`config.mk`:
```
export PLATFORM = sky130hd
export DESIGN_NAME = game_control
export DESIGN_NICKNAME = d
export VERILOG_FILES = /design/src/rtl/game_control.sv
export SDC_FILE = /design/constraint.sdc
export NUM_CORES = 1
export LEC_CHECK = 0
export CAP_MARGIN = 25
export CORE_ASPECT_RATIO = 1.4
export CORE_MARGIN = 8
export CORE_UTILIZATION = 52
export CTS_CLUSTER_DIAMETER = 30
export DETAILED_ROUTE_END_ITERATION = 8
export GPL_TIMING_DRIVEN = 0
export PLACE_DENSITY = 0.8
export SLEW_MARGIN = 15
export SYNTH_ARGS = -nofsm -noshare
export SYNTH_HDL_FRONTEND = slang
export SYNTH_SLANG_ARGS = --single-unit
```
`constraint.sdc`:
```
create_clock -name CLK -period 2.4 [get_ports CLK]
set_input_delay 0.72 -clock CLK [delete_from_list [all_inputs] [get_ports CLK]]
set_output_delay 0.72 -clock CLK [all_outputs]
set_load 0.02 [all_outputs]
```
`src/rtl/game_control.sv`:
```
// Game-level controller: IDLE/RUN/OVER sequencing, single scrolling obstacle,
// dinosaur/obstacle collision and saturating score.
module game_control #(
  parameter int SCREEN_W    = 160,
  parameter int DINO_X      = 16,
  parameter int OBST_W      = 4,
  parameter int SPEED_DIV   = 2,
  parameter int CLEAR_LEVEL = 40
) (
  input  logic        CLK,
  input  logic        RST_N,
  input  logic        tick,
  input  logic        button_start,
  input  logic [5:0]  dinosaur_height,
  output logic        game_status,
  output logic [7:0]  obstacle_x,
  output logic        obstacle_valid,
  output logic [13:0] score,
  output logic        game_over
);

  localparam int          DIV_W     = (SPEED_DIV > 1) ? $clog2(SPEED_DIV) : 1;
  localparam logic [DIV_W-1:0] DIV_LAST = DIV_W'(SPEED_DIV - 1);
  localparam logic [7:0]  SPAWN_X   = 8'(SCREEN_W - 1);
  localparam logic [7:0]  HIT_LO    = 8'(DINO_X);
  localparam logic [7:0]  HIT_HI    = 8'(DINO_X + OBST_W - 1);
  localparam logic [5:0]  CLEAR_H   = 6'(CLEAR_LEVEL);
  localparam logic [13:0] SCORE_MAX = 14'd9999;

  typedef enum logic [1:0] {
    ST_IDLE = 2'd0,
    ST_RUN  = 2'd1,
    ST_OVER = 2'd2
  } state_t;

  state_t             state_q, state_d;
  logic               status_q, over_q, over_d;
  logic               btn_prev_q;
  logic [7:0]         x_q, x_d;
  logic               valid_q, valid_d;
  logic [13:0]        score_q, score_d;
  logic [DIV_W-1:0]   div_q, div_d;
  logic [4:0]         gap_q, gap_d;
  logic [7:0]         lfsr_q, lfsr_d;
  logic               start_edge, hit;

  // A button held through reset sees prev=1 and therefore produces no edge.
  assign start_edge = button_start & ~btn_prev_q;

  assign hit = (state_q == ST_RUN) && valid_q &&
               (x_q >= HIT_LO) && (x_q <= HIT_HI) &&
               (dinosaur_height > CLEAR_H);

  always_comb begin
    state_d = state_q;
    x_d     = x_q;
    valid_d = valid_q;
    score_d = score_q;
    div_d   = div_q;
    gap_d   = gap_q;
    over_d  = 1'b0;
    lfsr_d  = {lfsr_q[6:0], lfsr_q[7] ^ lfsr_q[5] ^ lfsr_q[4] ^ lfsr_q[3]};
    case (state_q)
      ST_IDLE, ST_OVER: begin
        if (start_edge) begin
          state_d = ST_RUN;
          score_d = '0;
          x_d     = SPAWN_X;
          valid_d = 1'b1;
          div_d   = '0;
          gap_d   = '0;
        end
      end
      ST_RUN: begin
        // Collision outranks a coincident step: the step is simply dropped.
        if (hit) begin
          state_d = ST_OVER;
          over_d  = 1'b1;
        end else if (tick) begin
          if (div_q == DIV_LAST) begin
            div_d = '0;
            if (valid_q) begin
              if (x_q != 8'd0) begin
                x_d = x_q - 8'd1;
              end else begin
                valid_d = 1'b0;
                score_d = (score_q >= SCORE_MAX) ? SCORE_MAX : score_q + 14'd1;
                gap_d   = 5'd8 + {1'b0, lfsr_q[3:0]};
              end
            end else if (gap_q == 5'd0) begin
              x_d     = SPAWN_X;
              valid_d = 1'b1;
            end else begin
              gap_d = gap_q - 5'd1;
            end
          end else begin
            div_d = div_q + 1'b1;
          end
        end
      end
      default: state_d = ST_IDLE;
    endcase
  end

  always_ff @(posedge CLK) begin
    if (!RST_N) begin
      state_q    <= ST_IDLE;
      status_q   <= 1'b0;
      over_q     <= 1'b0;
      btn_prev_q <= 1'b1;
      x_q        <= SPAWN_X;
      valid_q    <= 1'b0;
      score_q    <= '0;
      div_q      <= '0;
      gap_q      <= '0;
      lfsr_q     <= 8'hA5;
    end else begin
      state_q    <= state_d;
      status_q   <= (state_d == ST_RUN);
      over_q     <= over_d;
      btn_prev_q <= button_start;
      x_q        <= x_d;
      valid_q    <= valid_d;
      score_q    <= score_d;
      div_q      <= div_d;
      gap_q      <= gap_d;
      lfsr_q     <= lfsr_d;
    end
  end

  assign game_status    = status_q;
  assign obstacle_x     = x_q;
  assign obstacle_valid = valid_q;
  assign score          = score_q;
  assign game_over      = over_q;

endmodule

```
==> impl_metrics.toml <==
[outcome]
outcome = "finished, final reports clean"

[placed_design]
post-place-ws_ns = -0.3910
post_dp_cell_area_um2 = 2562
routabilityCongestion = 0.9139
place_hpwl_um = 4145
io_buffers = 33
place_inst = 337

[power_and_ir_drop]
p_per_area_nw_per_um2 = 503.3
seqPwrFrac_pct = 54.2
clkPwrFrac_pct = 35.3
p_int_w = 0.001010
p_switching_w = 0.0003528
switching_share_pct = 25.89
p_leak_nw = 1.000
pwr-share-comb_pct = 10.5
ir_drop_mv = 0.3467

[route]
postRouteAntennaNets = 0
routed_wirelength_um = 5669
routedWlPerCell_um = 16.34
dr.pass1.iters = 4
viasPerCell = 6.337
first_iter_violations = 127
dr_total_vias = 2199
route.detailed.drc = 0

[finish]
antenna_cells = 0
syn_to_final_growth_pct = 24.44
drive_gt1_share_pct = 8.609
nNetsFinal = 316
fin_cells = 347
final_util_pct = 65.50
final_cell_area_um2 = 2708

[timing]
max-slew-margin-rel_pct = 54.38
skew_ns = 0.01091
max_freq_mhz = 427.1
finalCritPeriodShare_pct = 97.55
worstMarginPinSlew_ns = 0.6748
setup_slack_ns = 0.05869
min_period_ns = 2.341
final_max_slew_viol_count = 0
hold_violations = 0
final-setup-viol-count = 0
final.setup.tns_ns = 0

[synth]
ys_async_sr_fraction_pct = 0
syn_avg_cell_area_um2 = 8.401
synth_edf_count = 0
synthCells = 259
syn_nets = 274
yosys_warnings = 0
synth.cell_area_um2 = 2176
yosysUniqueCellTypes = 51
synth_ff_type = "dfxtp_1"
ys_seq_area_share_pct = 38.64
ys_seq_elements = 42

[worst_hold_path]
worstHoldPathType = "reg2reg"

[die]
start_util_pct = 52.63
die_h_um = 92.54
num_rows = 28
die_w_um = 70.67
dieArea_um2 = 6539
core_um2 = 4134
ios = 35

[critical_path]
slowest_stage = "clkdlybuf4s50_1"
cp.buffers_inverters = 1
startpoint_type = "input pin"
worstPathRequired_ns = 2.64
worstSetupEndpointType = "register"
critPathMaxStageDelay_ns = 0.50
path_cells = "clkdlybuf4s50_1 -> nor3b_2 -> a41o_1 -> o21ai_1 -> a2111oi_0 -> o221a_2"
path_delay_family = "compound AO/OA/AOI/OAI gates"
crit_fanout = 4
crit_type = "in2reg"
crit_arrival_ns = 2.58

[global_route]
antenna_found_initial = 0
grt_overflow = 0
first_global_vias = 2091
grt_pass1_wl_um = 9404
grtUsageTotal_pct = 17.37
grt_max_degree = 14

[clocking]
cts_sinks = 42
cts_hold_buf = 0
cts_buffer_depth = 2
worstSkewPairLatency_ns = 0.30
cts_tree = "yes"
root_buffer = "clkbuf_8"
htreeDepth = 2
cts_made_buffers = 5
clk_pin_slew_ns = 0.07

[flow_run]
drv_cap = 0
## stage by stage
step                power [W]  hold slack, ns
detailed placement  0.0008917          0.3965
finish               0.001363          0.4120
global placement    0.0008886          0.3920
global route         0.001418          0.4423
CTS                  0.001362          0.4190
floorplan           0.0008333          0.3863
## synthesized netlist by cell type, drive strengths merged (3+ instances only)
master | number | area, um^2
a21oi | 12 | 60.06
a221oi | 4 | 41.29
a31o | 3 | 26.28
a32o | 3 | 32.53
a41o | 4 | 40.04
and2 | 5 | 31.28
and3 | 7 | 43.79
buf | 4 | 18.76
clkbuf | 8 | 30.03
dfxtp | 42 | 840.8
ha | 5 | 62.56
inv | 14 | 52.55
nand2 | 17 | 63.81
nand2b | 7 | 43.79
nand3 | 14 | 70.07
nand3b | 4 | 30.03
nand4 | 7 | 43.79
nor2 | 12 | 45.04
nor3 | 14 | 81.33
nor4 | 4 | 25.02
o211ai | 6 | 45.04
o21ai | 21 | 105.1
o31ai | 4 | 30.03
or3 | 5 | 31.28
xor2 | 4 | 35.03
## flip-flops by register name, indices dropped and copies added (netlist names)
register / cells
state_q: 2
score: 14
btn_prev_q: 1
obstacle_x: 8
game_status: 1
game_over: 1
gap_q: 5
div_q: 1
lfsr_q: 8
obstacle_valid: 1
## power by group through the flow
stage               Clock (W)  Sequential (W)  Combinational (W)
floorplan                   0        0.000758          0.0000754
global placement            0        0.000753           0.000136
detailed placement          0        0.000754           0.000137
CTS                  0.000485        0.000738           0.000138
global route         0.000520        0.000742           0.000156
finish               0.000480        0.000739           0.000144
## worst paths after layout
check	start	endpoint	slack [ns]	cells past startpoint
max	button_start	gap_q[0]	0.06	6
min	lfsr_q[6]	lfsr_q[7]	0.41	1
max reg2reg	gap_q[1]	obstacle_x[2]	0.14	8
min reg2reg	lfsr_q[6]	lfsr_q[7]	0.41	1
## cells in the final DEF (no fill, tap or decap), types with 2 or more instances in the layout
cell,instances
o21ai_0,17
nand2b_1,7
nor2b_1,2
nor4_1,4
clkdlybuf4s50_1,33
a221oi_1,3
nand4_1,7
nor3_1,13
o21ai_1,3
nand3b_1,4
xnor2_1,2
nor2_1,12
o211ai_1,6
a311oi_1,2
a31oi_1,2
a21oi_1,11
o31ai_1,4
clkbuf_1,8
a32o_2,2
dfxtp_1,42
a41oi_1,2
and2_1,5
or3_1,5
a41o_1,4
nand3_1,14
buf_2,3
nand4b_1,2
and3_1,7
clkbuf_8,6
buf_4,2
ha_1,5
nand2_1,17
a31o_2,3
xor2_1,4
inv_1,14
## metal layers
layer,part of all wire (%),vias up,global-route usage (%)
met3,4.1,8,3.784
met1,43,1080,18.77
met2,51,49,31.44
met5,0,-,0
met4,2.0,0,7.666
li1,-,1062,-
## kinds of logic (layout without fill, tap and decap cells)
| kind of cell | count (synthesis) | count (layout) | synth area share [%] |
|---|---|---|---|
| buffers and inverters | 26 | 69 | 4.658 |
| and+or+nand+nor | 106 | 106 | 27.20 |
| xor gates and xnor gates | 6 | 6 | 2.415 |
| AOI/OAI and AO/OA | 73 | 73 | 23.75 |
| muxes | 1 | 1 | 0.4601 |
| adders and majority gates | 5 | 5 | 2.875 |
| DFF | 42 | 42 | 38.64 |
## what timing repair did
item                                    CTS  global route
buffers inserted                          0             2
pin swaps                                 0             3
endpoints found under the setup margin    8            16
resized for setup                         1             7
endpoints found under the hold margin     0             0
## final cells by class
cell class | instances | area [um^2]
Fill cell | 361 | 1426
Multi-Input combinational cell | 191 | 1269
Sequential cell | 42 | 840.8
Timing Repair Buffer | 35 | 345.3
Clock buffer | 6 | 82.58
Tap cell | 45 | 56.30
Inverter | 14 | 52.55
Buffer | 12 | 48.80
Clock inverter | 2 | 12.51
No activity file was read; power rests on OpenSTA's default activity.
